[src/rtl/axil_pkg.sv]
// ============================================================================
// Module   : axil_pkg
// Purpose  : Shared AXI4-Lite definitions for the axil_master initiator:
//            response codes, default protection value and the FSM state type.
// Macros   : AXIL_MASTER_TIMEOUT_EN adds the sticky ERR state to the enum.
// Revision : 1.0  initial release
// ============================================================================
`default_nettype none
`timescale 1ns/1ps

package axil_pkg;

  localparam logic [1:0] AXIL_RESP_OKAY   = 2'b00;
  localparam logic [1:0] AXIL_RESP_EXOKAY = 2'b01;
  localparam logic [1:0] AXIL_RESP_SLVERR = 2'b10;
  localparam logic [1:0] AXIL_RESP_DECERR = 2'b11;

  localparam logic [2:0] AXIL_PROT_DEFAULT = 3'b000;

  typedef enum logic [2:0] {
    IDLE         = 3'd0,
    WR_ADDR_DATA = 3'd1,
    WR_RESP      = 3'd2,
    RD_ADDR      = 3'd3,
    RD_DATA      = 3'd4,
    RESP         = 3'd5
`ifdef AXIL_MASTER_TIMEOUT_EN
    ,
    ERR          = 3'd6
`endif
  } axil_master_state_t;

endpackage

`default_nettype wire

[src/rtl/axil_master.sv]
// ============================================================================
// Module   : axil_master
// Purpose  : AXI4-Lite initiator. Turns a single-beat command/response
//            handshake into AW/W/B or AR/R channel traffic, one transaction
//            outstanding at a time. Every output is driven from a register.
// Ports    : clk, rst (asynchronous, active-low)
//            cmd_*   : command in  (valid/ready, write, addr, wdata, wstrb)
//            rsp_*   : response out (valid/ready, write, rdata, resp)
//            m_axil_*: AXI4-Lite master channels AW, W, B, AR, R
// Macros   : AXIL_MASTER_TIMEOUT_EN - response timeout with a sticky ERR
//            state; once it fires, cmd_ready stays low until reset.
// Revision : 1.0  initial release
// ============================================================================
`default_nettype none
`timescale 1ns/1ps

module axil_master
  import axil_pkg::*;
#(
  parameter int DATA_WIDTH     = 32,
  parameter int ADDR_WIDTH     = 5,
  parameter int STRB_WIDTH     = DATA_WIDTH / 8,
  parameter int TIMEOUT_CYCLES = 256
) (
  input  logic                  clk,
  input  logic                  rst,
  input  logic                  cmd_valid,
  output logic                  cmd_ready,
  input  logic                  cmd_write,
  input  logic [ADDR_WIDTH-1:0] cmd_addr,
  input  logic [DATA_WIDTH-1:0] cmd_wdata,
  input  logic [STRB_WIDTH-1:0] cmd_wstrb,
  output logic                  rsp_valid,
  input  logic                  rsp_ready,
  output logic                  rsp_write,
  output logic [DATA_WIDTH-1:0] rsp_rdata,
  output logic [1:0]            rsp_resp,
  output logic [ADDR_WIDTH-1:0] m_axil_awaddr,
  output logic [2:0]            m_axil_awprot,
  output logic                  m_axil_awvalid,
  input  logic                  m_axil_awready,
  output logic [DATA_WIDTH-1:0] m_axil_wdata,
  output logic [STRB_WIDTH-1:0] m_axil_wstrb,
  output logic                  m_axil_wvalid,
  input  logic                  m_axil_wready,
  input  logic [1:0]            m_axil_bresp,
  input  logic                  m_axil_bvalid,
  output logic                  m_axil_bready,
  output logic [ADDR_WIDTH-1:0] m_axil_araddr,
  output logic [2:0]            m_axil_arprot,
  output logic                  m_axil_arvalid,
  input  logic                  m_axil_arready,
  input  logic [DATA_WIDTH-1:0] m_axil_rdata,
  input  logic [1:0]            m_axil_rresp,
  input  logic                  m_axil_rvalid,
  output logic                  m_axil_rready
);

  if ((DATA_WIDTH != 32 && DATA_WIDTH != 64) || (STRB_WIDTH != DATA_WIDTH / 8) ||
      (TIMEOUT_CYCLES < 2)) begin : g_param_check
    $error("axil_master: unsupported DATA_WIDTH/STRB_WIDTH/TIMEOUT_CYCLES");
  end

  axil_master_state_t    r_state, w_state;
  logic [ADDR_WIDTH-1:0] r_addr, w_addr;
  logic [DATA_WIDTH-1:0] r_wdata, w_wdata;
  logic [STRB_WIDTH-1:0] r_wstrb, w_wstrb;
  logic                  r_write, w_write;
  logic                  r_aw_done, w_aw_done;
  logic                  r_w_done, w_w_done;
  logic                  r_cmd_ready, w_cmd_ready;
  logic                  r_awvalid, w_awvalid;
  logic                  r_wvalid, w_wvalid;
  logic                  r_bready, w_bready;
  logic                  r_arvalid, w_arvalid;
  logic                  r_rready, w_rready;
  logic                  r_rsp_valid, w_rsp_valid;
  logic [DATA_WIDTH-1:0] r_rsp_rdata, w_rsp_rdata;
  logic [1:0]            r_rsp_resp, w_rsp_resp;
  logic                  w_accept;

`ifdef AXIL_MASTER_TIMEOUT_EN
  localparam int c_CNT_W = $clog2(TIMEOUT_CYCLES) + 1;
  logic [c_CNT_W-1:0] r_cnt, w_cnt;
  logic               w_busy, w_final_hs, w_timeout;
`endif

  // cmd_ready is only ever high in IDLE, so it doubles as the IDLE qualifier.
  assign w_accept = cmd_valid & r_cmd_ready;

  always_comb begin
    w_state     = r_state;
    w_addr      = r_addr;
    w_wdata     = r_wdata;
    w_wstrb     = r_wstrb;
    w_write     = r_write;
    w_aw_done   = r_aw_done;
    w_w_done    = r_w_done;
    w_cmd_ready = 1'b0;
    w_awvalid   = r_awvalid;
    w_wvalid    = r_wvalid;
    w_bready    = r_bready;
    w_arvalid   = r_arvalid;
    w_rready    = r_rready;
    w_rsp_valid = r_rsp_valid;
    w_rsp_rdata = r_rsp_rdata;
    w_rsp_resp  = r_rsp_resp;

    case (r_state)
      IDLE: begin
        w_cmd_ready = 1'b1;
        if (w_accept) begin
          w_cmd_ready = 1'b0;
          w_addr      = cmd_addr;
          w_wdata     = cmd_wdata;
          w_wstrb     = cmd_wstrb;
          w_write     = cmd_write;
          if (cmd_write) begin
            w_awvalid = 1'b1;
            w_wvalid  = 1'b1;
            w_aw_done = 1'b0;
            w_w_done  = 1'b0;
            w_state   = WR_ADDR_DATA;
          end else begin
            w_arvalid = 1'b1;
            w_state   = RD_ADDR;
          end
        end
      end

      WR_ADDR_DATA: begin
        // AW and W retire independently; each valid drops after its own
        // handshake and the done flags remember which side has finished.
        if (r_awvalid && m_axil_awready) begin
          w_awvalid = 1'b0;
          w_aw_done = 1'b1;
        end
        if (r_wvalid && m_axil_wready) begin
          w_wvalid = 1'b0;
          w_w_done = 1'b1;
        end
        if (w_aw_done && w_w_done) begin
          w_bready = 1'b1;
          w_state  = WR_RESP;
        end
      end

      WR_RESP: begin
        if (m_axil_bvalid) begin
          w_bready    = 1'b0;
          w_rsp_valid = 1'b1;
          w_rsp_resp  = m_axil_bresp;
          w_rsp_rdata = '0;
          w_state     = RESP;
        end
      end

      RD_ADDR: begin
        if (m_axil_arready) begin
          w_arvalid = 1'b0;
          w_rready  = 1'b1;
          w_state   = RD_DATA;
        end
      end

      RD_DATA: begin
        if (m_axil_rvalid) begin
          w_rready    = 1'b0;
          w_rsp_valid = 1'b1;
          w_rsp_resp  = m_axil_rresp;
          w_rsp_rdata = m_axil_rdata;
          w_state     = RESP;
        end
      end

      RESP: begin
        if (rsp_ready) begin
          w_rsp_valid = 1'b0;
          w_cmd_ready = 1'b1;
          w_state     = IDLE;
        end
      end

`ifdef AXIL_MASTER_TIMEOUT_EN
      ERR: begin
        // One error response, then parked here until reset.
        if (r_rsp_valid && rsp_ready) begin
          w_rsp_valid = 1'b0;
        end
      end
`endif

      default: begin
        w_state = IDLE;
      end
    endcase

`ifdef AXIL_MASTER_TIMEOUT_EN
    w_busy     = (r_state == WR_ADDR_DATA) || (r_state == WR_RESP) ||
                 (r_state == RD_ADDR)      || (r_state == RD_DATA);
    // A B/R handshake in the expiry cycle wins over the timeout.
    w_final_hs = ((r_state == WR_RESP) && m_axil_bvalid) ||
                 ((r_state == RD_DATA) && m_axil_rvalid);
    // r_cnt holds the number of cycles elapsed since the accept cycle.
    w_timeout  = w_busy && !w_final_hs &&
                 (r_cnt == c_CNT_W'(TIMEOUT_CYCLES - 1));
    w_cnt      = r_cnt;
    if (w_accept) begin
      w_cnt = c_CNT_W'(1);
    end else if (r_state == IDLE) begin
      w_cnt = '0;
    end else if (w_busy) begin
      w_cnt = r_cnt + 1'b1;
    end
    if (w_timeout) begin
      w_awvalid   = 1'b0;
      w_wvalid    = 1'b0;
      w_bready    = 1'b0;
      w_arvalid   = 1'b0;
      w_rready    = 1'b0;
      w_rsp_valid = 1'b1;
      w_rsp_resp  = AXIL_RESP_DECERR;
      w_rsp_rdata = '0;
      w_state     = ERR;
    end
`endif
  end

  always_ff @(posedge clk or negedge rst) begin
    if (!rst) begin
      r_state     <= IDLE;
      r_addr      <= '0;
      r_wdata     <= '0;
      r_wstrb     <= '0;
      r_write     <= 1'b0;
      r_aw_done   <= 1'b0;
      r_w_done    <= 1'b0;
      r_cmd_ready <= 1'b0;
      r_awvalid   <= 1'b0;
      r_wvalid    <= 1'b0;
      r_bready    <= 1'b0;
      r_arvalid   <= 1'b0;
      r_rready    <= 1'b0;
      r_rsp_valid <= 1'b0;
      r_rsp_rdata <= '0;
      r_rsp_resp  <= AXIL_RESP_OKAY;
    end else begin
      r_state     <= w_state;
      r_addr      <= w_addr;
      r_wdata     <= w_wdata;
      r_wstrb     <= w_wstrb;
      r_write     <= w_write;
      r_aw_done   <= w_aw_done;
      r_w_done    <= w_w_done;
      r_cmd_ready <= w_cmd_ready;
      r_awvalid   <= w_awvalid;
      r_wvalid    <= w_wvalid;
      r_bready    <= w_bready;
      r_arvalid   <= w_arvalid;
      r_rready    <= w_rready;
      r_rsp_valid <= w_rsp_valid;
      r_rsp_rdata <= w_rsp_rdata;
      r_rsp_resp  <= w_rsp_resp;
    end
  end

`ifdef AXIL_MASTER_TIMEOUT_EN
  always_ff @(posedge clk or negedge rst) begin
    if (!rst) begin
      r_cnt <= '0;
    end else begin
      r_cnt <= w_cnt;
    end
  end
`endif

  assign cmd_ready      = r_cmd_ready;
  assign rsp_valid      = r_rsp_valid;
  assign rsp_write      = r_write;
  assign rsp_rdata      = r_rsp_rdata;
  assign rsp_resp       = r_rsp_resp;
  assign m_axil_awaddr  = r_addr;
  assign m_axil_awprot  = AXIL_PROT_DEFAULT;
  assign m_axil_awvalid = r_awvalid;
  assign m_axil_wdata   = r_wdata;
  assign m_axil_wstrb   = r_wstrb;
  assign m_axil_wvalid  = r_wvalid;
  assign m_axil_bready  = r_bready;
  assign m_axil_araddr  = r_addr;
  assign m_axil_arprot  = AXIL_PROT_DEFAULT;
  assign m_axil_arvalid = r_arvalid;
  assign m_axil_rready  = r_rready;

endmodule

`default_nettype wire

[config.mk]
export PLATFORM = sky130hd
export DESIGN_NAME = axil_master
export DESIGN_NICKNAME = d
export VERILOG_FILES = /design/src/rtl/axil_pkg.sv /design/src/rtl/axil_master.sv
export SDC_FILE = /design/constraint.sdc
export NUM_CORES = 1
export LEC_CHECK = 0
export ABC_CLOCK_PERIOD_IN_PS = 3100
export BUFFER_PORTS_ARGS = -buffer_cell sky130_fd_sc_hd__buf_2
export CORE_MARGIN = 1.5
export CORE_UTILIZATION = 29
export DETAILED_ROUTE_END_ITERATION = 16
export GPL_ROUTABILITY_DRIVEN = 0
export PLACE_DENSITY = 0.6
export SLEW_MARGIN = 20
export SYNTH_ARGS = -nofsm -noshare
export SYNTH_HDL_FRONTEND = slang
export SYNTH_SLANG_ARGS = --single-unit
[constraint.sdc]
create_clock -name clk -period 3.1 [get_ports clk]
set_input_delay 0.62 -clock clk [delete_from_list [all_inputs] [get_ports clk]]
set_output_delay 0.62 -clock clk [all_outputs]
set_load 0.02 [all_outputs]
==> results.json, run 1 <==
{
  "dieWidth_um": 118,
  "hpwl_um": 6220,
  "vias": 2924,
  "cp_max_fo": 21,
  "numPortBuffers": 174,
  "clk_pin_slew_ns": 0.06,
  "design_area_sq_um": 5090,
  "cts_hold_buffers": 0,
  "critPathBufInv": 1,
  "syn_to_final_growth_pct": 31.5,
  "worstMarginPinSlew_ns": 0.855,
  "required_ns": 3.34,
  "status": "finished, final reports clean",
  "avgSynthCellArea_sq_um": 11.9,
  "synth_sequential_area_ratio_pct": 56.9,
  "layout-drive-gt1-share_pct": 48.0,
  "layout_min_cycle_time_ns": 2.18,
  "final.setup.tns_ns": 0,
  "htreeDepth": 3,
  "finalHoldViolCount": 0,
  "cp_num_cells": 4,
  "grt_max_degree": 69,
  "ant_nets": 0,
  "slew_headroom_pct": 42.9,
  "gr-total-overflow": 0,
  "synth-edff-count": 0,
  "slew_viol_final": 0,
  "ys_warn_count": 0,
  "start_util_pct": 29.4,
  "routed_via_density": 4.38,
  "grt_first_pass_wirelength_um": 14300,
  "drc": 0,
  "slowest_delay_ns": 0.83,
  "grt_antenna_before_repair": 0,
  "ys_types": 36,
  "worst_clock_skew_ns": 0.00610,
  "synthFlopType": "dfrtp_1",
  "wl_per_cell_um": 13.0,
  "dieArea_sq_um": 14000,
  "startpoint_type": "register",
  "hp-class": "primary input to asynchronous set/reset pin",
  "critPathTopFamily": "simple AND/OR/NAND/NOR gates",
  "clock_latency_ns": 0.33,
  "ys_ff_latch": 88,
  "p_per_area_nw_per_um2": 1010,
  "critical_path_class": "register to register",
  "grt_pass1_vias": 2881,
  "cts_resized": 0,
  "die_h_um": 118,
  "insertedDiodeCount": 0,
  "num_rows": 42,
  "finalSetupViolations": 0,
  "p_total_mw": 5.12,
  "root_buffer": "clkbuf_16",
  "tritoncts": "yes",
  "core-area_sq_um": 13100,
  "timing.hold.ws_ns": 0.262,
  "critPathSlowestCell": "nor3b_4",
  "grt_usage_pct": 12.9,
  "drtIter0Drc": 112,
  "crit_chain": "nor3b_4, buf_4, nand2_1, o21ai_0",
  "synth.cell_area_sq_um": 3870,
  "peakVddDrop_mv": 0.320,
  "clkSinkCount": 88,
  "rsz0062_at_grt": "no",
  "syn_inst": 326,
  "fin_util_pct": 38.7,
  "postCtsSetupBuffers": 0,
  "cts_buffers": 9,
  "fmax_mhz": 458,
  "end_kind": "register",
  "p_leak_nw": 2.67,
  "max-clock-path-buffers": 2,
  "io_pins": 181,
  "wirelength_um": 8710,
  "synthArstFlopShare_pct": 100,
  "nets": 577,
  "crit_arrival_ns": 2.42,
  "reg2reg_depth": 4,
  "drt_first_pass_iters": 4,
  "drv_cap": 0,
  "finalCritPeriodShare_pct": 70.4,
  "place_area_sq_um": 4810
}
-- where the power goes --
group          internal [mW]  switching, mW  total, mW
sequential              1.61          0.350       1.96
clock                  0.634          0.411       1.04
combinational          0.946           1.18       2.12
total                   3.19           1.94       5.12
-- sequential cells by signal, indices dropped and copies added (netlist names), 2 cells and up --
signal,cells
rsp_resp,2
r_state,3
m_axil_wstrb,4
m_axil_araddr,5
m_axil_wdata,32
rsp_rdata,32
-- metrics by stage --
stage	cells	setup WS, ns
after floorplan	331	1.64
after global placement	655	0.985
after detailed placement	655	0.899
after CTS	668	0.866
after global routing	668	0.659
final	668	0.918
-- synthesized netlist by cell type (all sizes together), types with 2 or more instances --
cell type	instances	area share, %
nand2	75	7.3
dfrtp	88	57
nand3b	3	0.58
nand3	4	0.84
nor3	2	0.55
a21o	4	0.78
inv	3	0.29
nand2b	2	0.32
o21ai	38	4.9
a21oi	7	0.91
mux2	41	16
nor2	9	0.87
mux2i	3	0.78
buf	24	5.3
a31oi	2	0.32
clkbuf	7	0.68
-- layer usage --
layer	up-vias	routed length, um	GRT usage, %
met5	-	0	0
met2	110	4080	20.4
met1	1389	3850	16.2
met3	12	614	3.72
met4	0	167	6.10
li1	1413	-	-
-- final timing paths --
path,slack (ns),startpoint,to
hold reg to reg,0.47,rsp_rdata[19]$_DFFE_PN0P_,rsp_rdata[19]$_DFFE_PN0P_
max in group asynchronous,2.18,rst,rsp_rdata[0]$_DFFE_PN0P_
setup reg to reg,0.92,r_state[2]$_DFFE_PN0P_,rsp_rdata[13]$_DFFE_PN0P_
min in group clk,0.47,rsp_rdata[19]$_DFFE_PN0P_,rsp_rdata[19]$_DFFE_PN0P_
setup / recovery,0.92,r_state[2]$_DFFE_PN0P_,rsp_rdata[13]$_DFFE_PN0P_
hold / removal,0.26,rst,m_axil_wdata[23]$_DFFE_PN0P_
-- cell type report --
class,instances,area (sq um)
Fill cell,1314,8050
Sequential cell,88,2200
Multi-Input combinational cell,209,1440
Timing Repair Buffer,179,936
Clock buffer,12,246
Tap cell,176,220
Clock inverter,1,30.0
Inverter,3,11.3
-- cell usage in the layout, fill, tap and decap left out, drive strengths merged, types with 2 or more instances in the layout --
cell type,Yosys,routed
inv,3,3
clkbuf,7,12
nand2b,2,2
a31oi,2,2
dfrtp,88,88
nand3,4,4
mux2i,3,3
o21ai,38,38
a21oi,7,7
nand3b,3,3
nand2,75,75
a21o,4,4
mux2,41,41
nor2,9,9
nor3,2,2
buf,24,179
conb,1,6
-- cell families after synthesis --
logic type,share of synthesized area (%)
AND/OR/NAND/NOR,11.5
AO/OA/AOI/OAI,8.86
other,0.0970
flip-flops,56.9
multiplexers,16.3
buffers and inverters,6.31
(Power assumes the default switching activity.)
==> run 2, diff against run 1 <==
ABC_AREA = 1   (was default)
ABC_CLOCK_PERIOD_IN_PS = 2250   (was 3100)
clock period = 2.25 ns   (was 3.1 ns; I/O delays follow)
==> results.json, run 2 <==
{
  "status": "finished, final reports clean",
  "tritoncts": "yes",
  "start_util_pct": 29.8,
  "ys_ff_latch": 88,
  "finalSetupViolations": 0,
  "grt_antenna_before_repair": 0,
  "final.setup.tns_ns": 0,
  "use_met1_pct": 16.4,
  "drv_cap": 0,
  "htreeDepth": 3,
  "grt_usage_pct": 13.6,
  "required_ns": 2.46,
  "crit_end": "m_axil_wdata[31]$_DFFE_PN0P_",
  "r2r_setup_slack_ns": 0.44,
  "preCtsSetupSlack_ns": 0.220,
  "worstMarginPinSlew_ns": 0.687,
  "reg2reg_depth": 6,
  "synth_sequential_area_ratio_pct": 58.3,
  "cts_hold_buffers": 0,
  "vias": 3273,
  "p_per_area_nw_per_um2": 1470,
  "slew_headroom_pct": 54.1,
  "grt_pass1_vias": 3053,
  "wl_per_cell_um": 11.9,
  "wirelength_um": 9230,
  "final_common_cell": "nand2_1",
  "drt_first_pass_iters": 4,
  "critPathSlowestCell": "dfrtp_1",
  "drtIter0Drc": 150,
  "critical_path_class": "register to register",
  "syn_to_final_growth_pct": 33.1,
  "crit_chain": "nor2_4, nand2_1, nor2_2, inv_2, nand2_1, nand2_1",
  "hp-class": "primary input to asynchronous set/reset pin",
  "rsz0062_at_grt": "no",
  "met2_usage_pct": 22.2,
  "synth_top_area_cell": "dfrtp_1",
  "synth.cell_area_sq_um": 3770,
  "synthArstFlopShare_pct": 100,
  "critPathLaunch": "r_state[2]$_DFFE_PN0P_",
  "end_kind": "register",
  "insertedDiodeCount": 0,
  "routed_via_density": 4.21,
  "place_area_sq_um": 4720,
  "yosysMostFrequentCell": "nand2_1",
  "finalHoldViolCount": 0,
  "synth.top_cells.by_area": "dfrtp_1, nand2_1, o21ai_2, o21ai_0, buf_4",
  "max-clock-path-buffers": 2,
  "core-area_sq_um": 12700,
  "syn_inst": 438,
  "num_rows": 41,
  "startpoint_type": "register",
  "clkSinkCount": 88,
  "finalCritPeriodShare_pct": 80.3,
  "dieArea_sq_um": 13700,
  "worst_slack_ns": 0.443,
  "p_total_mw": 7.41,
  "ys_warn_count": 0,
  "cts_buffers": 9,
  "dieWidth_um": 117,
  "design_area_sq_um": 5030,
  "synth_common_cells": "nand2_1, dfrtp_1, o21ai_0, buf_2, buf_4",
  "nFillCells": 1317,
  "worst_clock_skew_ns": 0.00896,
  "hpwl_um": 6860,
  "layout_common_cells": "nand2_1, buf_2, dfrtp_1, o21ai_0",
  "synth-edff-count": 0,
  "p_leak_nw": 2.84,
  "reg2reg_to": "m_axil_wdata[31]$_DFFE_PN0P_",
  "synthFlopType": "dfrtp_1",
  "ant_nets": 0,
  "root_buffer": "clkbuf_16",
  "nets": 688,
  "drc": 0,
  "numPortBuffers": 174,
  "slew_viol_final": 0,
  "die_h_um": 117,
  "gr-total-overflow": 0,
  "synth_top_cell_area_share_pct": 58.3,
  "grt_max_degree": 69,
  "peakVddDrop_mv": 0.498,
  "cp_max_fo": 42,
  "ys_types": 24,
  "avgSynthCellArea_sq_um": 8.62,
  "fin_util_pct": 39.7,
  "fmax_mhz": 553,
  "slowest_delay_ns": 0.51,
  "crit_path_frequent_cell": "nand2_1",
  "layout-drive-gt1-share_pct": 35.8,
  "clock_latency_ns": 0.34,
  "met3_usage_pct": 3.91,
  "layout_min_cycle_time_ns": 1.81,
  "io_pins": 181,
  "grt_first_pass_wirelength_um": 14500,
  "busiest_layer": "met2",
  "clk_pin_slew_ns": 0.06,
  "regToRegStartpoint": "r_state[2]$_DFFE_PN0P_",
  "crit_arrival_ns": 2.02
}
run 2: cell count changes after synthesis, moves of 5 or more:
cell,delta
nand2_2,+6
buf_2,+10
inv_1,+8
mux2_4,-37
o21ai_2,+11
clkbuf_1,-6
o21ai_1,+5
nand2_1,+158
o21ai_0,-14
run 2: logic make-up after synthesis:
kind of cell	Yosys count	synth area share, %
flip-flops	88	58.3
AO/OA/AOI/OAI	47	7.49
buffers and inverters	45	7.09
other	1	0.0993
AND/OR/NAND/NOR	257	27.0
run 2: cell type report:
type | count | area [sq um] | area share (%)
clock buffers | 13 | 260 | 5.18
well taps | 172 | 215 | 4.28
flip-flops and latches | 88 | 2200 | 43.8
clock inverters | 3 | 40.0 | 0.797
repair buffers | 178 | 928 | 18.5
inverters | 14 | 56.3 | 1.12
multi-input cells | 310 | 1320 | 26.3
run 2: worst max-delay path, delay by kind of cell (launching register included):
kind,cells,cell delay (ns)
flip-flops,1,0.51
AND/OR/NAND/NOR,5,0.79
buffers and inverters,1,0.37
run 2: how the worst min path moves through the flow:
| stage | endpoint | cells past startpoint |
|---|---|---|
| 2_1_floorplan | cmd_ready$_DFF_PN0_ | 0 |
| 3_3_place_gp | m_axil_wdata[9]$_DFFE_PN0P_ | 2 |
| 3_5_place_dp | m_axil_wdata[7]$_DFFE_PN0P_ | 2 |
| 4_1_cts | rsp_write$_DFFE_PN0P_ | 1 |
| 5_1_grt | m_axil_wdata[18]$_DFFE_PN0P_ | 1 |
| 6_report | m_axil_wdata[18]$_DFFE_PN0P_ | 1 |
run 2: power breakdown:
group          switching [mW]  internal [mW]  total, mW
Clock                   0.589          0.918       1.51
Combinational            2.18           1.04       3.21
Sequential              0.414           2.27       2.68
Total                    3.18           4.23       7.41
run 2: metal layers:
layer  part of all wire [%]  wire [um]  up-vias
met5                      0          0        -
li1                       -          -     1665
met2                     48       4390      104
met4                    2.2        206        0
met1                     43       4000     1487
met3                    6.9        640       17
run 2: repair_timing:
item | 4_1_cts | 5_1_grt
resized for setup | 0 | 1
setup buffers | 0 | 0
endpoints found under the setup margin | 0 | 1
run 2: stage by stage:
stage,hold WS [ns],std cells
2_1_floorplan,0.154,443
3_3_place_gp,0.448,762
3_5_place_dp,0.455,762
4_1_cts,0.118,778
5_1_grt,0.145,778
6_report,0.104,778
